## src/rtl/fifo_fwft_if.sv

```systemverilog
// Handshake bundle between a FIFO and its producer/consumer.
// The master modport drives push/pop requests; the slave modport is the FIFO side.
interface fifo_fwft_if #(
   parameter int DATA_WIDTH  = 32,
   parameter int BUFFER_SIZE = 16
);
   localparam int ADDR_WIDTH = $clog2(BUFFER_SIZE);

   logic                  wr_en;
   logic [DATA_WIDTH-1:0] din;
   logic                  full;
   logic                  rd_en;
   logic [DATA_WIDTH-1:0] dout;
   logic                  empty;
   logic [ADDR_WIDTH:0]   count;
   logic                  overflow;
   logic                  underflow;

   modport master (
      output wr_en, din, rd_en,
      input  full, dout, empty, count, overflow, underflow
   );

   modport slave (
      input  wr_en, din, rd_en,
      output full, dout, empty, count, overflow, underflow
   );
endinterface

```

## src/rtl/fifo_fwft.sv

```systemverilog
// First-word-fall-through FIFO: the head word is visible on dout whenever empty=0,
// so a consumer samples dout in the same cycle it asserts rd_en.
module fifo_fwft #(
   parameter int FIFO_DATA_WIDTH  = 32,
   parameter int FIFO_BUFFER_SIZE = 16
) (
   input logic        clock_i,
   input logic        reset_n_i,
   fifo_fwft_if.slave bus
);
   localparam int ADDR_WIDTH = $clog2(FIFO_BUFFER_SIZE);
   localparam logic [ADDR_WIDTH:0] COUNT_FULL = (ADDR_WIDTH+1)'(FIFO_BUFFER_SIZE);

   logic [FIFO_DATA_WIDTH-1:0] mem_q [FIFO_BUFFER_SIZE];

   logic [ADDR_WIDTH-1:0] wr_ptr_q, wr_ptr_d;
   logic [ADDR_WIDTH-1:0] rd_ptr_q, rd_ptr_d;
   logic [ADDR_WIDTH:0]   count_q,  count_d;
   logic                  empty_q,  empty_d;
   logic                  full_q,   full_d;
   logic                  overflow_q,  overflow_d;
   logic                  underflow_q, underflow_d;
   logic                  push, pop;

   // Requests are qualified by the registered flags, so no combinational
   // path exists from wr_en/rd_en back to full/empty/count.
   always_comb begin
      push        = bus.wr_en & ~full_q;
      pop         = bus.rd_en & ~empty_q;
      wr_ptr_d    = push ? wr_ptr_q + 1'b1 : wr_ptr_q;
      rd_ptr_d    = pop  ? rd_ptr_q + 1'b1 : rd_ptr_q;
      overflow_d  = bus.wr_en & full_q;
      underflow_d = bus.rd_en & empty_q;
      count_d     = count_q;
      case ({push, pop})
         2'b10:   count_d = count_q + 1'b1;
         2'b01:   count_d = count_q - 1'b1;
         default: count_d = count_q;
      endcase
      empty_d = (count_d == '0);
      full_d  = (count_d == COUNT_FULL);
   end

   always_ff @(posedge clock_i or negedge reset_n_i) begin
      if (!reset_n_i) begin
         wr_ptr_q    <= '0;
         rd_ptr_q    <= '0;
         count_q     <= '0;
         empty_q     <= 1'b1;
         full_q      <= 1'b0;
         overflow_q  <= 1'b0;
         underflow_q <= 1'b0;
      end else begin
         wr_ptr_q    <= wr_ptr_d;
         rd_ptr_q    <= rd_ptr_d;
         count_q     <= count_d;
         empty_q     <= empty_d;
         full_q      <= full_d;
         overflow_q  <= overflow_d;
         underflow_q <= underflow_d;
      end
   end

   // Storage is not reset; stale contents are masked by empty_q on dout.
   always_ff @(posedge clock_i) begin
      if (push) begin
         mem_q[wr_ptr_q] <= bus.din;
      end
   end

   assign bus.dout      = empty_q ? '0 : mem_q[rd_ptr_q];
   assign bus.empty     = empty_q;
   assign bus.full      = full_q;
   assign bus.count     = count_q;
   assign bus.overflow  = overflow_q;
   assign bus.underflow = underflow_q;
endmodule

```

## src/flat_wrapper.sv

```systemverilog
// flat-port wrapper written by rule: the top's interface ports become plain ports
module fifo_fwft_flat 
#(
   parameter int FIFO_DATA_WIDTH  = 32,
   parameter int FIFO_BUFFER_SIZE = 16
)
  (clock_i, reset_n_i, bus_wr_en, bus_din, bus_rd_en, bus_full, bus_dout, bus_empty, bus_count, bus_overflow, bus_underflow);
  fifo_fwft_if #(.DATA_WIDTH(32), .BUFFER_SIZE(16)) bus_i ();
  input logic clock_i;
  input logic reset_n_i;
  input wire logic [$bits(bus_i.wr_en)-1:0] bus_wr_en;
  input wire logic [$bits(bus_i.din)-1:0] bus_din;
  input wire logic [$bits(bus_i.rd_en)-1:0] bus_rd_en;
  output wire logic [$bits(bus_i.full)-1:0] bus_full;
  output wire logic [$bits(bus_i.dout)-1:0] bus_dout;
  output wire logic [$bits(bus_i.empty)-1:0] bus_empty;
  output wire logic [$bits(bus_i.count)-1:0] bus_count;
  output wire logic [$bits(bus_i.overflow)-1:0] bus_overflow;
  output wire logic [$bits(bus_i.underflow)-1:0] bus_underflow;
  assign bus_i.wr_en = bus_wr_en;
  assign bus_i.din = bus_din;
  assign bus_i.rd_en = bus_rd_en;
  assign bus_full = bus_i.full;
  assign bus_dout = bus_i.dout;
  assign bus_empty = bus_i.empty;
  assign bus_count = bus_i.count;
  assign bus_overflow = bus_i.overflow;
  assign bus_underflow = bus_i.underflow;
  fifo_fwft #(.FIFO_DATA_WIDTH(FIFO_DATA_WIDTH), .FIFO_BUFFER_SIZE(FIFO_BUFFER_SIZE)) u_core (.clock_i(clock_i), .reset_n_i(reset_n_i), .bus(bus_i));
endmodule
```

## config.mk

```make
export PLATFORM = sky130hd
export DESIGN_NAME = fifo_fwft_flat
export DESIGN_NICKNAME = d
export VERILOG_FILES = /design/src/rtl/fifo_fwft_if.sv /design/src/rtl/fifo_fwft.sv /design/src/flat_wrapper.sv
export SDC_FILE = /design/constraint.sdc
export NUM_CORES = 1
export LEC_CHECK = 0
export BUFFER_PORTS_ARGS = -buffer_cell sky130_fd_sc_hd__clkbuf_2
export CORE_AREA = 5 5 220 222
export DETAILED_ROUTE_END_ITERATION = 6
export DIE_AREA = 0 0 225 227
export SKIP_LAST_GASP = 1
export SYNTH_ARGS = -nofsm -noshare
export SYNTH_HDL_FRONTEND = slang
export SYNTH_SLANG_ARGS = --single-unit
```

## constraint.sdc

```tcl
create_clock -name clock_i -period 5.6 [get_ports clock_i]
set_input_delay 0.28 -clock clock_i [delete_from_list [all_inputs] [get_ports clock_i]]
set_output_delay 0.28 -clock clock_i [all_outputs]
set_load 0.02 [all_outputs]
```

==> results_dict.tcl <==
set metrics [dict create \
    nNetsFinal 1015 \
    synth_top_area_cell "edfxtp_1" \
    rows 79 \
    remaining_drc_errors 0 \
    die_area_um2 51100 \
    hold_path.class "in2reg" \
    cp_max_fo 42 \
    setup_tns_ps 0 \
    ys_seq_elements 529 \
    drive_gt1_share_pct 35.6 \
    initialDrtViolationCount 755 \
    p_int_mw 8.53 \
    combPwrFrac_pct 28.8 \
    cts_buffers 53 \
    synth_cells 858 \
    syn_area_um2 20500 \
    core_um2 46200 \
    finalNonFillerCells 1618 \
    path_class "reg2out" \
    ys_warn_count 0 \
    grt_max_degree 68 \
    insertedDiodeCount 0 \
    clockPowerShare_pct 28.5 \
    cts_root_buffer "clkbuf_16" \
    dp.cells 1520 \
    routed.top_layer "met5" \
    power_density_nw_per_um2 519 \
    grt_pass1_vias 9735 \
    peakVddDrop_v 0.000365 \
    wl_met1_um 18000 \
    cts.clk_slew.worst_paths_ps 60 \
    post_cts_buffers 0 \
    pwr-share-seq_pct 42.8 \
    fin_util_pct 50.5 \
    yosysSeqAreaShare_pct 77.2 \
    max_stage_delay_ps 1020 \
    finalCriticalPeriod_ps 3780 \
    worst_pin_slew_ps 1060 \
    syn-num-nets 902 \
    slew_headroom_pct 29.4 \
    startpoint_type "register" \
    power_mw 12.1 \
    hold_slack_ps 89.3 \
    grt_pass1_wl_um 64000 \
    hold_viol_final 0 \
    portBuffers 76 \
    start_util_pct 44.3 \
    synth_area_leaders "edfxtp_1 75%, mux4_2 18%, dfrtp_1 2.0%" \
    cts_tree "yes" \
    synth_edf_count 512 \
    slowest_stage "dfrtp_4" \
    io_pins 77 \
    cts_resized 0 \
    worst_ep_arrival_time_ps 3500 \
    dp_hpwl_um 21500 \
    fmax_ghz 0.264 \
    worstPathRequired_ps 5320 \
    rsz0062_at_grt "false" \
    routed_wl_um 43100 \
    place_congestion 0.695 \
    cp_common_cell "mux4_2" \
    end_kind "output port" \
    setup_viol 0 \
    wl_met2_um 22400 \
    vias 9037 \
    fp.dieH_um 227 \
    p_sw_share_pct 29.5 \
    ant_nets 0 \
    layout_common_cells "512 x edfxtp_1, 160 x mux4_2, 76 x clkbuf_2" \
    drv_slew 0 \
    final_common_cell "edfxtp_1" \
    status "completed" \
    clk_latency_ps 580 \
    p_sw_mw 3.56 \
    clk_path_buf_depth 3 \
    num-fill-cells 3587 \
    ys_async_sr_fraction_pct 3.21 \
    cp.buffers_inverters 2 \
    p_leak_nw 7.51 \
    synthDistinctLibCells 41 \
    post_drt_wl_per_cell_um 26.7 \
    netlist.area_leader.share_pct 75.2 \
    crit_chain "buf_4 > mux4_2 > mux4_2 > nor2b_1 > clkbuf_2" \
    via_per_inst 5.59 \
    synth-main-ff-cell "edfxtp_1" \
    drv_cap 0 \
    firstDrtPassIters 4 \
    grt_overflow 0 \
    min_period_over_period_pct 67.6 \
    dieWidth_um 225 \
    syn_to_final_growth_pct 14.0 \
    htreeDepth 2 \
    clock-sinks 529 \
    synth.avg_cell_area_um2 23.8 \
    antenna_found_initial 2 \
    grt_usage_pct 17.1 \
    cp_top_family "flip-flops" \
    clock_skew_ps 12.7 \
    wl_met3_um 1880 \
]
[worst paths after layout]
path                                    startpoint                   to  slack [ps]  cells past startpoint
worst min register to register     u_core.bus.full  u_core.bus.overflow         510                      1
worst max register to register    u_core.bus.empty      u_core.bus.full        2600                     11
max in group asynchronous                reset_n_i   u_core.rd_ptr_q[1]        5040                      2
worst min-delay path                    bus_din[2]  u_core.mem_q[11][2]          90                      1
worst max-delay path            u_core.rd_ptr_q[0]         bus_dout[11]        1820                      5
min in group asynchronous                reset_n_i  u_core.bus.count[1]         190                      2
[synthesized netlist by cell type (5+ instances only)]
library cell	number
dfrtp_1	16
edfxtp_1	512
xnor2_1	9
nor2b_1	33
and2_1	18
inv_1	5
buf_2	5
mux4_2	160
clkbuf_1	18
buf_4	11
buf_1	11
ha_1	8
nand2_1	9
[flip-flops by register name (all words and copies together) (netlist names)]
name,count
u_core.rd_ptr_q,4
u_core.mem_q,512
u_core.bus.underflow,1
u_core.bus.empty,1
u_core.bus.full,1
u_core.bus.count,5
u_core.wr_ptr_q,4
u_core.bus.overflow,1
[cell families (layout without fill, tap and decap cells)]
group | count (synthesis) | count (layout) | synth area share, %
DFF | 529 | 529 | 77.2
muxes | 161 | 161 | 17.7
and+or+nand+nor | 79 | 79 | 2.31
buffers and inverters | 52 | 205 | 1.19
AOI/OAI and AO/OA | 20 | 20 | 0.716
xor gates and xnor gates | 9 | 9 | 0.385
adders and majority gates | 8 | 8 | 0.489
[area by class of cell]
class                      instances  area [µm²]  share of cell area, %
multi-input combinational        277        4430                   19.0
clock buffer                      65        1370                   5.88
timing repair buffer             103         616                   2.64
tap                              607         759                   3.26
inverter                           7        26.3                  0.113
clock inverter                    30         299                   1.28
sequential                       529       15800                   67.8
[power groups by stage]
stage                     Sequential (mW)  Clock, mW  Combinational [mW]
final                                5.17       3.44                3.48
after global routing                 5.23       3.68                3.74
after CTS                            5.19       3.52                3.58
after detailed placement             5.27          0                3.57
after global placement               5.25          0                3.55
after floorplan                      4.98          0                2.73
[through the flow]
step	setup slack, ps	cell area [µm²]
2_1_floorplan	3280	20500
3_3_place_gp	2320	21600
3_5_place_dp	2300	21600
4_1_cts	1670	23300
5_1_grt	1540	23300
6_report	1820	23300
[routing by layer]
metal / GRT usage (%) / vias up
li1: - / 3868
met1: 22.8 / 4912
met2: 29.9 / 190
met3: 3.12 / 63
met4: 3.73 / 4
met5: 0 / -
[timing repair]
item,CTS,global route
hold buffers,3,0
endpoints found under the setup margin,0,0
hold endpoints to repair,19,0
Power figures use the tool's default switching activity.
